$ cat src/rtl/unsigned_result_stage.sv
// ---------------------------------------------------------------------------
// unsigned_result_stage
//
// Sequencing and result-buffering stage that sits directly behind the
// combinational unsigned arithmetic unit (add/sub/mul/div). It accepts one
// operation at a time and drives the unit's opcode from a register. It then
// waits a per-opcode settle time so the slow multiply/divide paths can
// resolve, captures the 32-bit answer, and queues it in a small FIFO. The
// FIFO hands results to writeback over a valid/ready interface.
//
// Parameters:
//   DEPTH    result FIFO entries (power of two, >= 2)
//   ADD_WAIT settle cycles for opcodes 00 (sum) and 01 (difference)
//   MUL_WAIT settle cycles for opcode 10 (product, low 32 bits)
//   DIV_WAIT settle cycles for opcode 11 (quotient)
//
// Ports:
//   clk           single clock, rising-edge
//   reset         synchronous, active-high reset
//   req_valid_i   operation request valid
//   req_ready_o   stage can accept a request
//   req_opcode_i  00 sum, 01 difference, 10 product, 11 quotient
//   req_b_i       copy of operand B (only used by the divide-by-zero flag)
//   alu_opcode_o  opcode driven to the unsigned unit
//   alu_answer_i  answer from the unsigned unit
//   res_valid_o   FIFO head valid
//   res_ready_i   writeback accepts the head entry
//   res_data_o    head answer (0 when empty)
//   res_opcode_o  head opcode (0 when empty)
//   res_zero_o    head answer == 0 (0 when empty)
//   res_divzero_o head divide-by-zero flag (only with UNSIGNED_DIVZERO_FLAG_EN)
//   res_count_o   FIFO occupancy
//
// Optional feature (macro UNSIGNED_DIVZERO_FLAG_EN):
//   A quotient request whose B operand is zero is flagged at accept time. Its
//   result is forced to 32'hFFFFFFFF with res_zero low, and the flag travels
//   through the FIFO to res_divzero_o.
// ---------------------------------------------------------------------------
module unsigned_result_stage #(
    parameter int DEPTH    = 4,
    parameter int ADD_WAIT = 0,
    parameter int MUL_WAIT = 3,
    parameter int DIV_WAIT = 7
) (
    input  logic                         clk,
    input  logic                         reset,
    input  logic                         req_valid_i,
    output logic                         req_ready_o,
    input  logic [1:0]                   req_opcode_i,
    input  logic [31:0]                  req_b_i,
    output logic [1:0]                   alu_opcode_o,
    input  logic [31:0]                  alu_answer_i,
    output logic                         res_valid_o,
    input  logic                         res_ready_i,
    output logic [31:0]                  res_data_o,
    output logic [1:0]                   res_opcode_o,
    output logic                         res_zero_o,
`ifdef UNSIGNED_DIVZERO_FLAG_EN
    output logic                         res_divzero_o,
`endif
    output logic [$clog2(DEPTH+1)-1:0]   res_count_o
);

    localparam int PTR_W = $clog2(DEPTH);
    localparam int CNT_W = $clog2(DEPTH + 1);
    localparam logic [CNT_W-1:0] FULL_COUNT = CNT_W'(DEPTH);

    typedef enum logic {
        IDLE,
        SETTLE
    } state_t;

    state_t             state_q;
    logic [3:0]         waitCnt_q;
    logic [1:0]         op_q;

    logic               accept;
    logic               push;
    logic               pop;
    logic [31:0]        pushData;
    logic               pushZero;

    logic [PTR_W-1:0]   wrPtr_q;
    logic [PTR_W-1:0]   wrPtr_d;
    logic [PTR_W-1:0]   rdPtr_q;
    logic [PTR_W-1:0]   rdPtr_d;
    logic [CNT_W-1:0]   count_q;
    logic [CNT_W-1:0]   count_d;

    logic [31:0]        dataMem [DEPTH];
    logic [1:0]         opMem   [DEPTH];
    logic               zeroMem [DEPTH];

`ifdef UNSIGNED_DIVZERO_FLAG_EN
    logic               dz_q;
    logic               dzMem   [DEPTH];
`else
    logic               unusedReqB;
    assign unusedReqB = ^req_b_i;
`endif

    // Settle time for an opcode: sum and difference share the short wait.
    function automatic logic [3:0] settleFor(input logic [1:0] op);
        case (op)
            2'b10:   settleFor = 4'(MUL_WAIT);
            2'b11:   settleFor = 4'(DIV_WAIT);
            default: settleFor = 4'(ADD_WAIT);
        endcase
    endfunction

    // A request is taken only from IDLE with room in the FIFO. Because only
    // one op can be in flight, this alone guarantees a capture never finds
    // the FIFO full, so no overflow handling is needed.
    assign req_ready_o  = (state_q == IDLE) && (count_q < FULL_COUNT);
    assign accept       = req_valid_i && req_ready_o;
    assign push         = (state_q == SETTLE) && (waitCnt_q == 4'd0);
    assign res_valid_o  = (count_q != '0);
    assign pop          = res_valid_o && res_ready_i;
    assign alu_opcode_o = op_q;
    assign res_count_o  = count_q;

    // Capture value for the FIFO. A flagged divide-by-zero replaces the
    // unit's meaningless quotient with all ones and never reports zero.
    always_comb begin
        pushData = alu_answer_i;
        pushZero = (alu_answer_i == 32'd0);
`ifdef UNSIGNED_DIVZERO_FLAG_EN
        if (dz_q) begin
            pushData = 32'hFFFF_FFFF;
            pushZero = 1'b0;
        end
`endif
    end

    // Sequencer: latch the opcode (and divide-by-zero flag) on accept, count
    // the settle time down, and return to IDLE on the capture edge. The
    // opcode register stays put between accepts so the unit sees a stable
    // opcode for the whole settle window.
    always_ff @(posedge clk) begin
        if (reset) begin
            state_q   <= IDLE;
            waitCnt_q <= 4'd0;
            op_q      <= 2'b00;
`ifdef UNSIGNED_DIVZERO_FLAG_EN
            dz_q      <= 1'b0;
`endif
        end else begin
            case (state_q)
                IDLE: begin
                    if (accept) begin
                        op_q      <= req_opcode_i;
                        waitCnt_q <= settleFor(req_opcode_i);
                        state_q   <= SETTLE;
`ifdef UNSIGNED_DIVZERO_FLAG_EN
                        dz_q      <= (req_opcode_i == 2'b11) && (req_b_i == 32'd0);
`endif
                    end
                end
                SETTLE: begin
                    if (waitCnt_q != 4'd0) begin
                        waitCnt_q <= waitCnt_q - 4'd1;
                    end else begin
                        state_q <= IDLE;
                    end
                end
            endcase
        end
    end

    // FIFO pointer and occupancy update. A simultaneous push and pop moves
    // both pointers and leaves the count alone. Pointer arithmetic wraps
    // naturally because DEPTH is a power of two.
    always_comb begin
        wrPtr_d = wrPtr_q;
        rdPtr_d = rdPtr_q;
        count_d = count_q;
        if (push) begin
            wrPtr_d = wrPtr_q + PTR_W'(1);
        end
        if (pop) begin
            rdPtr_d = rdPtr_q + PTR_W'(1);
        end
        case ({push, pop})
            2'b10:   count_d = count_q + CNT_W'(1);
            2'b01:   count_d = count_q - CNT_W'(1);
            default: count_d = count_q;
        endcase
    end

    // Pointer/count registers. Reset drops all queued results.
    always_ff @(posedge clk) begin
        if (reset) begin
            wrPtr_q <= '0;
            rdPtr_q <= '0;
            count_q <= '0;
        end else begin
            wrPtr_q <= wrPtr_d;
            rdPtr_q <= rdPtr_d;
            count_q <= count_d;
        end
    end

    // Result storage. It is not reset; the empty mask on the outputs hides
    // stale entries.
    always_ff @(posedge clk) begin
        if (push && !reset) begin
            dataMem[wrPtr_q] <= pushData;
            opMem[wrPtr_q]   <= op_q;
            zeroMem[wrPtr_q] <= pushZero;
`ifdef UNSIGNED_DIVZERO_FLAG_EN
            dzMem[wrPtr_q]   <= dz_q;
`endif
        end
    end

    // Head entry presented to writeback, forced to zero while empty.
    always_comb begin
        res_data_o   = 32'd0;
        res_opcode_o = 2'b00;
        res_zero_o   = 1'b0;
`ifdef UNSIGNED_DIVZERO_FLAG_EN
        res_divzero_o = 1'b0;
`endif
        if (res_valid_o) begin
            res_data_o   = dataMem[rdPtr_q];
            res_opcode_o = opMem[rdPtr_q];
            res_zero_o   = zeroMem[rdPtr_q];
`ifdef UNSIGNED_DIVZERO_FLAG_EN
            res_divzero_o = dzMem[rdPtr_q];
`endif
        end
    end

endmodule

$ cat config.mk
export PLATFORM = sky130hd
export DESIGN_NAME = unsigned_result_stage
export DESIGN_NICKNAME = d
export VERILOG_FILES = /design/src/rtl/unsigned_result_stage.sv
export SDC_FILE = /design/constraint.sdc
export NUM_CORES = 1
export LEC_CHECK = 0
export CORE_MARGIN = 2
export CORE_UTILIZATION = 50
export DETAILED_ROUTE_END_ITERATION = 8
export GPL_ROUTABILITY_DRIVEN = 1
export HOLD_SLACK_MARGIN = 0.05
export PLACE_DENSITY = 0.77
export SLEW_MARGIN = 20
export SYNTH_ARGS = -nofsm -noshare
export SYNTH_HDL_FRONTEND = slang
export SYNTH_SLANG_ARGS = --single-unit
$ cat constraint.sdc
create_clock -name clk -period 2.5 [get_ports clk]
set_clock_uncertainty 0.05 [all_clocks]
set_input_delay 0.5 -clock clk [delete_from_list [all_inputs] [get_ports clk]]
set_output_delay 0.5 -clock clk [all_outputs]
set_load 0.02 [all_outputs]
==> flow_metrics.tcl <==
set metrics [dict create \
    status "finished, final reports clean" \
    initialDrtViolationCount 159 \
    synth_nets 401 \
    worst-slew-pin-transition_ns 0.4731 \
    cp-start-kind "flop" \
    drv_slew 0 \
    cp_max_fo 6 \
    seq_area_frac_synth_pct 72.86 \
    finalHoldViolCount 0 \
    setup_viol 0 \
    gr-usage-all-layers_pct 18.58 \
    crit_type "reg -> out" \
    most-common-layout-cells "edfxtp_1, clkdlybuf4s50_1, and2_1" \
    p_leak_uw 0.002693 \
    dp_slack_ns -0.009516 \
    cts_tree "yes" \
    ir_drop_uv 755.2 \
    final_common_cell "edfxtp_1" \
    p_sw_share_pct 28.00 \
    first_global_vias 3424 \
    rows 40 \
    fill_cells 844 \
    p_comb_share_pct 27.4 \
    cts-root-buf "clkbuf_16" \
    clk_pin_slew_ns 0.06 \
    p_switching_uw 2088 \
    antenna_found_initial 0 \
    grt_max_degree 39 \
    dominantRegCellSynth "edfxtp_1" \
    vias_per_cell 5.375 \
    utilization_pct 65.13 \
    dieArea_mm2 0.01333 \
    area_growth_syn_to_layout_pct 26.52 \
    antenna_cells 0 \
    cp.required_ns 1.95 \
    setup_ws_ns 0.01884 \
    num_io_pins 112 \
    rsz0062_at_grt "true" \
    relSlewSlack_pct 68.17 \
    gp_congestion 0.7369 \
    cts.sinks 156 \
    fin_crit_sh_pct 99.25 \
    clk_latency_ns 0.42 \
    post_drt_wl_per_cell_um 18.67 \
    yosysUniqueCellTypes 36 \
    num_vias 3295 \
    period_needed_ns 2.481 \
    final_antenna_net_count 0 \
    synth_area_mm2 0.006210 \
    core_mm2 0.01206 \
    io_buffers 79 \
    cts_max_level 4 \
    fin_nets 510 \
    wl_mm 11.44 \
    start_util_pct 51.48 \
    layout-drive-gt1-share_pct 30.11 \
    first_pass_iters 4 \
    holdCritPathClass "reg -> reg" \
    synth.avg_cell_area_um2 19.23 \
    cts_made_buffers 17 \
    grt_pass1_wl_mm 17.86 \
    async_flop_share_pct 0 \
    hold_slack_ns 0.4404 \
    maxCapViolCount 0 \
    power_frac_seq_pct 40.9 \
    synth-edff-count 140 \
    fmax_mhz 403.0 \
    fp.dieH_um 115.4 \
    synth_cells 323 \
    intPower_uw 5367 \
    worst_setup_path_end_kind "primary output" \
    synth_seq_cells 156 \
    clockPowerShare_pct 31.7 \
    hpwlAfterDp_mm 7.076 \
    grt_remaining_overflow 0 \
    arrival_ns 1.93 \
    clock_path_buffers 2 \
    drcViolationCount 0 \
    yosysWarnings 0 \
    powerDensity_mw_per_mm2 948.8 \
    die_w_um 115.4 \
]
==> registers in the layout (all words and copies together) (netlist names), named ones only <==
name          count
waitCnt_q         4
dataMem         128
res_count_o       3
wrPtr_q           2
opMem             8
state_q           1
alu_opcode_o      2
rdPtr_q           2
zeroMem           4
==> cells in the mapped netlist, types with 2 or more instances <==
master,number,area share (%)
a21oi_1,5,0.40
and2_1,40,4.0
buf_12,3,0.97
buf_2,5,0.40
clkbuf_1,5,0.30
dfxtp_1,16,5.2
edfxtp_1,140,68
ha_1,7,1.4
inv_1,7,0.42
mux2i_1,2,0.32
mux4_1,5,2.1
mux4_2,30,11
nand2_1,4,0.24
nand2b_1,2,0.20
nand3_1,2,0.16
nand4_1,2,0.20
nor2_1,14,0.85
nor2b_1,2,0.20
nor3_1,2,0.16
nor4_1,8,0.81
o21ai_0,3,0.24
or3_1,2,0.20
xor2_1,4,0.56
==> power by group through the flow <==
stage	Combinational [µW]	Sequential, µW	Clock, µW
after floorplan	1260	3080	0
after global placement	2010	3090	0
after detailed placement	2050	3090	0
after CTS	2020	3040	2410
after global routing	2200	3060	2510
final	2050	3050	2360
==> worst paths after layout <==
| kind | cells past startpoint | slack (ns) | from | end |
|---|---|---|---|---|
| setup / recovery | 4 | 0.02 | flop | res_data_o[21] |
| hold / removal | 2 | 0.44 | waitCnt_q[1] | waitCnt_q[1] |
| setup reg to reg | 9 | 0.21 | res_count_o[2] | res_count_o[2] |
| hold reg to reg | 2 | 0.44 | waitCnt_q[1] | waitCnt_q[1] |
==> cell families after synthesis <==
| family | after synthesis | synth area share [%] |
|---|---|---|
| flip-flops | 156 | 72.86 |
| AND/OR/NAND/NOR | 81 | 7.495 |
| buffers and inverters | 23 | 2.478 |
| adder cells (fa/ha/maj) | 8 | 1.733 |
| XOR/XNOR | 6 | 0.9672 |
| multiplexers | 37 | 13.32 |
| AO/OA/AOI/OAI | 12 | 1.149 |
==> worst max-delay path, cell delays in order (launching register included) <==
cell and delay, ns:
dfxtp_4 0.42, buf_4 0.16, mux4_2 0.50, and2_1 0.19, clkdlybuf4s15_2 0.25
==> routing by layer <==
metal / global-route usage, % / wire length [µm]
met5: 0 / 0
met4: 7.149 / 170
met3: 5.282 / 667
met2: 30.14 / 5651
met1: 24.11 / 4953
==> final cells by class <==
| class | instances | area, µm² | area share (%) |
|---|---|---|---|
| Sequential cell | 156 | 4529 | 57.65 |
| Timing Repair Buffer | 106 | 993.5 | 12.65 |
| Inverter | 7 | 26.28 | 0.3344 |
| Clock inverter | 15 | 127.6 | 1.624 |
| Clock buffer | 17 | 425.4 | 5.415 |
| Tap cell | 168 | 210.2 | 2.676 |
| Multi-Input combinational cell | 144 | 1544 | 19.65 |
==> stage by stage <==
stage / cells / power, µW / cell area (µm²) / TNS (ns)
final: 613 / 7454 / 7856 / 0
after global routing: 613 / 7769 / 7856 / -0.5295
after CTS: 608 / 7467 / 7859 / -1.048
after detailed placement: 569 / 5143 / 7291 / -0.01667
after global placement: 569 / 5091 / 7291 / 0
after floorplan: 323 / 4333 / 6210 / 0
==> what timing repair did <==
| item | 4_1_cts | 5_1_grt |
|---|---|---|
| hold buffers | 0 | 0 |
| gates cloned | 0 | 0 |
| setup buffers | 7 | 5 |
| endpoints found under the setup margin | 35 | 28 |
| resized for setup | 97 | 46 |
No activity file was read; power rests on OpenSTA's default activity.
